<file path="config.mk">
export PLATFORM = sky130hd
export DESIGN_NAME = seg_disp_arbiter
export DESIGN_NICKNAME = d
export VERILOG_FILES = /design/src/rtl/seg_disp_arbiter.sv
export SDC_FILE = /design/constraint.sdc
export NUM_CORES = 1
export LEC_CHECK = 0
export ABC_AREA = 1
export CORE_ASPECT_RATIO = 1.75
export CORE_MARGIN = 4
export CORE_UTILIZATION = 55
export DETAILED_ROUTE_END_ITERATION = 12
export GPL_ROUTABILITY_DRIVEN = 1
export PLACE_DENSITY = 0.93
export SYNTH_ARGS = -nofsm -noshare
export SYNTH_HDL_FRONTEND = slang
export SYNTH_SLANG_ARGS = --single-unit
</file>
<file path="constraint.sdc">
create_clock -name clk -period 2.57 [get_ports clk]
set_input_delay 0.514 -clock clk [delete_from_list [all_inputs] [get_ports clk]]
set_output_delay 0.514 -clock clk [all_outputs]
set_load 0.01 [all_outputs]
</file>
<file path="src/rtl/seg_disp_arbiter.sv">
// seg_disp_arbiter: round-robin owner of the seven-segment display with a minimum hold tenure.
// Define SEG_ARB_PREEMPT_EN to let r1 (debug) preempt r0 (CPU) regardless of the hold counter.
module seg_disp_arbiter #(
   parameter int HOLD_CYCLES = 12500000,
   parameter int CNT_W = 24,
   parameter logic [31:0] IDLE_VAL = 32'h23333333
) (
   input  logic        clk,
   input  logic        rst,
   input  logic        r0_req,
   input  logic        r0_we,
   input  logic [31:0] r0_din,
   output logic        r0_gnt,
   input  logic        r1_req,
   input  logic        r1_we,
   input  logic [31:0] r1_din,
   output logic        r1_gnt,
   output logic        seg_we,
   output logic [31:0] seg_din
);
   localparam logic [1:0] IDLE = 2'd0, OWN0 = 2'd1, OWN1 = 2'd2;
   logic [1:0] state, nxt;
   logic [CNT_W-1:0] cnt;
   logic ptr;
   logic [31:0] sh0, sh1, nsh0, nsh1;
   logic expired, pre;
   assign nsh0 = r0_we ? r0_din : sh0;
   assign nsh1 = r1_we ? r1_din : sh1;
   assign expired = cnt == '0;
`ifdef SEG_ARB_PREEMPT_EN
   assign pre = 1'b1;
`else
   assign pre = 1'b0;
`endif
   // ptr=1 means the next contended IDLE grant goes to r1
   always_comb begin
      nxt = IDLE;
      nxt = state == IDLE ? (r0_req && r1_req ? (ptr ? OWN1 : OWN0) : r0_req ? OWN0 : r1_req ? OWN1 : IDLE) :
            state == OWN0 ? (!r0_req ? (r1_req ? OWN1 : IDLE) : (r1_req && (expired || pre)) ? OWN1 : OWN0) :
            state == OWN1 ? (!r1_req ? (r0_req ? OWN0 : IDLE) : (r0_req && expired) ? OWN0 : OWN1) : IDLE;
   end
   always_ff @(posedge clk) begin
      if (rst) begin
         state <= IDLE;
         r0_gnt <= 1'b0;
         r1_gnt <= 1'b0;
         seg_we <= 1'b0;
         seg_din <= '0;
         sh0 <= '0;
         sh1 <= '0;
         cnt <= '0;
         ptr <= 1'b0;
      end else begin
         state <= nxt;
         r0_gnt <= nxt == OWN0;
         r1_gnt <= nxt == OWN1;
         if (r0_we) sh0 <= r0_din;
         if (r1_we) sh1 <= r1_din;
         seg_we <= 1'b0;
         cnt <= expired ? '0 : cnt - 1'b1;
         // an ownership change always refreshes the display, overriding any owner write
         if (nxt != state) begin
            seg_we <= 1'b1;
            if (nxt == OWN0) begin
               seg_din <= nsh0;
               cnt <= CNT_W'(HOLD_CYCLES - 1);
               ptr <= 1'b1;
            end else if (nxt == OWN1) begin
               seg_din <= nsh1;
               cnt <= CNT_W'(HOLD_CYCLES - 1);
               ptr <= 1'b0;
            end else begin
               seg_din <= IDLE_VAL;
            end
         end else if (state == OWN0 && r0_we) begin
            seg_we <= 1'b1;
            seg_din <= r0_din;
         end else if (state == OWN1 && r1_we) begin
            seg_we <= 1'b1;
            seg_din <= r1_din;
         end
      end
   end
endmodule

</file>
# == After elaboration in Yosys (flattened, before gate mapping) ==
# Index checks and enable logic that the tools add are counted.
# classes
add_sub_neg,1
eq_ne,5
mux,28
n_reduce_logical,10
# op_table
operator,count
2-to-1 mux 32 bit,7
2-to-1 mux 24 bit,4
logical NOT 24 bit,1
"subtractor 24 x 1 -> 24 bit, second input constant",1
2-to-1 mux 2 bit,11
2-to-1 mux 1 bit,6
logical AND 1 bit,5
"== test 2 x 1 -> 1 bit, second input constant",2
"== test 2 bit, second input constant",2
nonzero test 3 bit,1
logical NOT 2 bit,1
!= test 2 bit,1
AND reduction 2 bit,1
nonzero test 2 bit,1
# totals
ff_bits,126
input_bits,70
output_inout_bits,35
word_cells,53

# == Logic depth before layout (Yosys ltp) ==
# Gate-level depths: netlist (run 1).
# logic_depth
word_depth,11
depth_mapped,17

# == Worst setup path after synthesis (run 1) ==
# OpenSTA, ideal clock, no wires.
# synth_timing
path_type,in2reg
start,in r1_we
end,reg seg_din[27]
setup_ns,0.110
arrival_time_ns,1.763
t_required_ns,2.460
setup_slack_ns,0.697
cell_stages,10
path_buffers,3
path_cell_list,clkbuf_1 > buf_2 > nand2_1 > nand2_1 > clkbuf_1 > o211ai_1 > nand3_1 > nand2_1 > inv_1 > nor2_2
# synth_between
elab_chain_len,4
word_cells_on_any_way,6
classes_between,mux: 4; reduce/logical: 2
# synth_rtl
item,line,source
start: declaration,15,"input logic r1_we,"
2-to-1 mux 32 bit,n/a,
2-to-1 mux 32 bit,68,end else if (nxt == OWN1) begin
2-to-1 mux 32 bit,64,if (nxt == OWN0) begin
2-to-1 mux 32 bit,62,if (nxt != state) begin
end signal: assignment,65,seg_din <= nsh0;
end signal: assignment,69,seg_din <= nsh1;
end signal: assignment,77,seg_din <= r0_din;
end: declaration,19,output logic [31:0] seg_din
# Parallel ways exist; a longest one is shown, timed or not.
# A chain may end at the register's enable or synchronous reset.

# == Worst setup path in the final report (run 1) ==
# layout_timing
start,reg cnt[0]
end,reg cnt[9]
# layout_between
elab_chain_len,11
word_cells_on_any_way,18
classes_between,add/sub: 1; eq/ne: 3; mux: 11; reduce/logical: 3
# layout_rtl
item,line,source
start: declaration,23,logic [CNT_W-1:0] cnt;
start signal: assignment,60,cnt <= expired ? '0 : cnt - 1'b1;
start signal: assignment,66,cnt <= CNT_W'(HOLD_CYCLES - 1);
start signal: assignment,70,cnt <= CNT_W'(HOLD_CYCLES - 1);
logical NOT 24 bit,29,assign expired = cnt == '0;
logical AND 1 bit,40,state == OWN1 ? (!r1_req ? (r0_req ? OWN0 : IDLE) : (r0_req && expired) ? OWN0 : OWN1) : IDLE;
2-to-1 mux 2 bit (3 in a row),40,
2-to-1 mux 2 bit,39,state == OWN0 ? (!r0_req ? (r1_req ? OWN1 : IDLE) : (r1_req && (expired || pre)) ? OWN1 : OWN0) :
2-to-1 mux 2 bit,38,nxt = state == IDLE ? (r0_req && r1_req ? (ptr ? OWN1 : OWN0) : r0_req ? OWN0 : r1_req ? OWN1 : IDLE) :
== test 2 bit,68,
2-to-1 mux 24 bit,68,
2-to-1 mux 24 bit,64,
2-to-1 mux 24 bit *,62,
# Every way passes the cells marked *; elsewhere a longest branch is shown, timed or not.

==> results.json, run 1 <==
{
  "status": "complete, no violations",
  "viasPerCell": 5.45,
  "hold_buffers": 0,
  "power_density_nw_per_um2": 924,
  "cp.required_ns": 2.87,
  "hold_path_class": "reg2reg",
  "fin_nets": 1237,
  "grt.overflow.total": 0,
  "clock_latency_ns": 0.42,
  "cts-root-buf": "clkbuf_16",
  "synth_top_area_share": 0.364,
  "final_util": 0.700,
  "crit_arrival_ns": 2.59,
  "htree_num_levels": 4,
  "drtIter0Drc": 672,
  "cap_viol_max_count": 0,
  "synth_edf_count": 0,
  "start_util": 0.558,
  "mostFrequentLayoutCell": "nand2_1",
  "synth_seq_cells": 126,
  "worstMarginPinSlew_ns": 0.765,
  "gp_congestion": 0.911,
  "slowest_stage": "dfxtp_1",
  "clock-sinks": 126,
  "diodes": 0,
  "antenna_found_initial": 0,
  "max_freq_mhz": 437,
  "syn_area_per_cell_sq_um": 6.45,
  "first_pass_iters": 7,
  "grt_pass1_wl_mm": 33.0,
  "die_y_um": 157,
  "peakVddDrop_uv": 573,
  "clockBufferDepth": 2,
  "timing.slew.headroom": 0.490,
  "yosysTopAreaCell": "dfxtp_1",
  "cts_tree": "built",
  "clkTransAtPathRegs_ns": 0.06,
  "syn_inst": 1076,
  "crit_buf_inv": 1,
  "die_area_sq_um": 14500,
  "port_buffers": 104,
  "skew_ns": 0.00551,
  "setup-violations-final": 0,
  "grt_use_total": 0.284,
  "synth_top_cells_by_area": "dfxtp_1 36%, nand2_1 18%, inv_1 8.3%",
  "worst_setup_path_start_kind": "flop",
  "async_flop_share": 0,
  "slowest_delay_ns": 0.31,
  "wl_per_cell_um": 15.1,
  "tns_ns": 0,
  "drive_gt1_frac": 0.104,
  "routed_wl_mm": 20.3,
  "cp-end-kind": "flop",
  "p_leak_nw": 4.36,
  "grt_max_degree": 70,
  "finalMaxSlewViolations": 0,
  "hold_violations": 0,
  "min_period_ns": 2.29,
  "grt_pass1_vias": 7153,
  "synth_fp_nets": 1148,
  "final_antenna_net_count": 0,
  "ys_seq_area_frac": 0.364,
  "fp.dieW_um": 92.9,
  "most-common-layout-cells": "328 x nand2_1, 153 x inv_1, 135 x nor2_1, 126 x dfxtp_1, 102 x clkdlybuf4s50_1",
  "period_share": 0.891,
  "synthToLayoutAreaGrowth_pct": 25.4,
  "dp_hpwl_mm": 13.2,
  "num_rows": 54,
  "rsz0062_at_grt": "false",
  "drc": 0,
  "cp_cell_sequence": "inv_1 -> ha_1 -> nand3_1 -> nor2_1 -> nand3_1 -> nand2_1 -> nand2_1 -> nand2_2 -> nand2_2 -> nand3_2 -> nand2_2 -> nand2_4 -> o21ai_1 -> nand2_1 -> nor2_1",
  "ios": 105,
  "synth_cell_type_count": 36,
  "synth-main-ff-cell": "dfxtp_1",
  "coreArea_sq_um": 12400,
  "ys.warnings.count": 0,
  "cpLargestDelayFamily": "simple AND/OR/NAND/NOR gates",
  "setup.worst_path.class": "reg2reg",
  "synthesis.area_sq_um": 6940,
  "whs_ns": 0.489,
  "cp_max_fo": 15,
  "cts_made_buffers": 17,
  "num_vias": 7329
}
[state kept, by name, indices dropped and copies added, names as in the netlist]
register / flops
seg_din: 32
sh0: 32
sh1: 32
cnt: 24
state: 2
ptr: 1
r0_gnt: 1
r1_gnt: 1
seg_we: 1
[synth_stat cells, types with 7 or more instances]
master	n
buf_4	8
nor2_2	10
or2_2	36
buf_2	14
inv_1	153
nor2_1	135
nand2_1	328
o211ai_1	19
xor2_1	8
nand4_1	34
mux2i_1	15
nand3_1	58
nand2_2	7
clkbuf_1	26
o21ai_0	55
dfxtp_1	126
[final timing paths]
path,startpoint,endpoint,slack [ns],cells past startpoint
worst max register to register,cnt[0],cnt[9],0.28,15
worst min-delay path,sh1[5],sh1[5],0.49,2
worst max-delay path,cnt[0],cnt[9],0.28,15
worst min register to register,sh1[5],sh1[5],0.49,2
[cell families after synthesis]
| logic type | after synthesis | share of synthesized area |
|---|---|---|
| flops | 126 | 0.364 |
| mux | 15 | 0.0216 |
| simple gates | 620 | 0.385 |
| buf+inv | 215 | 0.136 |
| compound gates | 86 | 0.0749 |
| fa+ha+maj | 2 | 0.00361 |
| xor+xnor | 12 | 0.0152 |
[worst reg2reg max path, cell delays in order, from the launching register on]
cell	delay, ns
dfxtp_1	0.31
inv_1	0.11
ha_1	0.20
nand3_1	0.09
nor2_1	0.10
nand3_1	0.11
nand2_1	0.10
nand2_1	0.07
nand2_2	0.11
nand2_2	0.08
nand3_2	0.06
nand2_2	0.10
nand2_4	0.21
o21ai_1	0.13
nand2_1	0.30
nor2_1	0.08
[per-stage QoR]
stage	setup slack, ns	cells	total power [mW]	instance area [sq um]
after detailed placement	0.0700	1314	5.39	8060
final	0.279	1346	8.04	8700
after global placement	0.157	1314	5.29	8060
after CTS	0.274	1346	8.02	8690
after floorplan	0.697	1076	4.50	6940
after global routing	0.0587	1346	8.50	8700
[report_power, final]
part           switching (mW)  leakage (nW)  internal, mW
logic                    1.72          3.01          1.16
registers               0.262          1.05          2.31
clock network           0.888         0.305          1.69
total                    2.87          4.36          5.16
[final cells by class]
cell class,instances,area (sq um)
fillers,990,3730
multi-input cells,735,3480
clock buffers,21,470
flip-flops and latches,126,2520
repair buffers,131,1270
clock inverters,11,163
inverters,154,578
well taps,168,210
[what timing repair did]
action / in CTS / in global routing
setup endpoints to repair: 0 / 2
setup buffers: 0 / 0
resized for setup: 0 / 1
[routing by layer]
metal / track usage / part of all wire / wire length [um] / vias to the layer above
met2: 0.502 / 0.51 / 10400 / 389
met3: 0.0428 / 0.075 / 1520 / 111
met4: 0.195 / 0.062 / 1270 / 0
li1: - / - / - / 3495
met5: 0 / 0 / 0 / -
met1: 0.306 / 0.35 / 7140 / 3334
(Power assumes the default switching activity.)
==> inputs of run 2 (changes only) <==
--- a/config.mk
+++ b/config.mk
@@ -8,10 +8,10 @@
 export ABC_AREA = 1
 export CORE_ASPECT_RATIO = 1.75
 export CORE_MARGIN = 4
-export CORE_UTILIZATION = 55
+export CORE_UTILIZATION = 40
 export DETAILED_ROUTE_END_ITERATION = 12
 export GPL_ROUTABILITY_DRIVEN = 1
-export PLACE_DENSITY = 0.93
+export PLACE_DENSITY = 0.74
 export SYNTH_ARGS = -nofsm -noshare
 export SYNTH_HDL_FRONTEND = slang
 export SYNTH_SLANG_ARGS = --single-unit
==> run 2 against run 1 <==
Non-clock buffer count rose by 2. Critical path type unchanged. Design area grew 1.4%. Clock skew increased by 0.0021 ns. First-iteration DRC count down 40%. Utilization is 18 points lower. Combinational power hardly changed. Critical endpoint is now cnt[22]. Total power decreased by 1.1%. Sequential share of layout area decreased by 0.40 points. Count of clock-buffer cells in the layout decreased by 4. Worst setup slack got worse by 0.031 ns. Clock power fell by 2%.
==> results.json, run 2 (synthesis gave the netlist of run 1 again) <==
{
  "status": "complete, no violations",
  "cts_resized": 0,
  "min_delay_path_depth": 2,
  "largestRegisters": "seg_din (32), sh0 (32), sh1 (32)",
  "die_y_um": 182,
  "period_share": 0.903,
  "routed_wl_mm": 19.5,
  "clkTransAtPathRegs_ns": 0.06,
  "holdCritStartpoint": "sh1[29]",
  "most-common-layout-cells": "328 x nand2_1, 152 x inv_1, 135 x nor2_1, 126 x dfxtp_1, 102 x clkdlybuf4s50_1",
  "multiInputGateArea_sq_um": 3480,
  "cp_cell_sequence": "inv_1 -> ha_1 -> nand2_1 -> inv_1 -> nand3_1 -> nor3_1 -> nand2_1 -> nor3_1 -> nand2_1 -> xor2_1 -> inv_1 -> nor2_1",
  "grt.overflow.total": 0,
  "cp.required_ns": 2.91,
  "design_area_sq_um": 8820,
  "clock_latency_ns": 0.41,
  "power_density_nw_per_um2": 902,
  "setup.worst_path.class": "reg2reg",
  "num_vias": 6880,
  "first_pass_iters": 5,
  "start_util": 0.407,
  "grt_pass1_wl_mm": 31.7,
  "skew_ns": 0.00764,
  "grt_max_degree": 70,
  "min_period_ns": 2.32,
  "p_leak_nw": 4.36,
  "place_area_sq_um": 8200,
  "grt_pass1_vias": 6661,
  "drtIter0Drc": 405,
  "mostFrequentLayoutCell": "nand2_1",
  "tns_ns": 0,
  "whs_endpoint": "sh1[29]",
  "port_buffers": 104,
  "place_inst": 1375,
  "worstReg2RegEnd": "cnt[22]",
  "max_freq_mhz": 431,
  "cts-root-buf": "clkbuf_16",
  "synthToLayoutAreaGrowth_pct": 27.2,
  "stdcell_count": 1407,
  "ios": 105,
  "clockBufferDepth": 2,
  "finalMaxSlewViolations": 0,
  "rsz0062_at_grt": "false",
  "crit_arrival_ns": 2.66,
  "final_antenna_net_count": 0,
  "setup-violations-final": 0,
  "drc": 0,
  "drive_gt1_frac": 0.105,
  "slowest_delay_ns": 0.41,
  "diodes": 0,
  "hold_path_class": "reg2reg",
  "fp.dieW_um": 108,
  "regToRegSetupSlack_ns": 0.25,
  "fin_nets": 1239,
  "antenna_found_initial": 0,
  "timing.slew.headroom": 0.484,
  "die_area_sq_um": 19600,
  "hold_buffers": 0,
  "hold_violations": 0,
  "peakVddDrop_uv": 383,
  "power_mw": 7.95,
  "cts_made_buffers": 17,
  "dp_hpwl_mm": 13.5,
  "coreArea_sq_um": 17000,
  "worstReg2RegStart": "cnt[0]",
  "slowest_stage": "nor3_1",
  "cts_setup_buffers": 0,
  "cp-end-kind": "flop",
  "ff2ff_path_depth": 12,
  "viasPerCell": 4.89,
  "final-seq-area_sq_um": 2520,
  "num_rows": 63,
  "fillers": 1711,
  "cap_viol_max_count": 0,
  "worst_setup_path_start_kind": "flop",
  "worstSetupStartpoint": "cnt[0]",
  "wl_per_cell_um": 13.9,
  "grt_use_total": 0.199,
  "htree_num_levels": 4,
  "gp_congestion": 0.895,
  "cts_tree": "built",
  "cp_max_fo": 5,
  "clock-sinks": 126,
  "worstMarginPinSlew_ns": 0.774
}
run 2: cell types whose count changed in the layout (fill, tap and decap cells not counted), sizes merged:
cell | previous run | this run
buf | 29 | 31
clkbuf | 21 | 17
clkinvlp | 3 | 5
clkinv | 5 | 7
run 2: worst max-delay path by stage:
stage	endpoint	slack, ns	depth (start not counted)
global placement	seg_din[26]	0.18	12
global route	cnt[22]	0.05	12
CTS	cnt[22]	0.26	12
floorplan	seg_din[27]	0.70	10
finish	cnt[22]	0.25	12
detailed placement	cnt[9]	0.10	11
run 2: layout make-up:
type,instances,area share
Clock buffer,17,0.0482
Multi-Input combinational cell,735,0.394
Sequential cell,126,0.286
Tap cell,227,0.0322
Clock inverter,15,0.0221
Timing Repair Buffer,133,0.152
Inverter,154,0.0656
run 2: per-layer routing:
metal,track usage,wire [um]
met4,0.0870,572
met2,0.355,10200
met1,0.234,7880
met3,0.0290,826
met5,0,0
run 2: power breakdown:
| group | switching [mW] | internal, mW | total, mW |
|---|---|---|---|
| clock network | 0.914 | 1.62 | 2.53 |
| logic | 1.67 | 1.18 | 2.85 |
| registers | 0.256 | 2.31 | 2.57 |
run 2: through the flow:
stage / worst slack, ns / hold slack [ns] / util
4_1_cts: 0.264 / 0.492 / 0.518
3_3_place_gp: 0.179 / 0.467 / 0.481
2_1_floorplan: 0.697 / 0.456 / -
3_5_place_dp: 0.101 / 0.477 / 0.481
5_1_grt: 0.0531 / 0.512 / 0.518
6_report: 0.249 / 0.489 / 0.518
run 2: worst max-delay path: cells and delay by family (launching register included):
| kind | cells | cell delay (ns) |
|---|---|---|
| simple gates | 7 | 1.32 |
| fa+ha+maj | 1 | 0.19 |
| xor+xnor | 1 | 0.18 |
| buf+inv | 3 | 0.25 |
| flops | 1 | 0.31 |
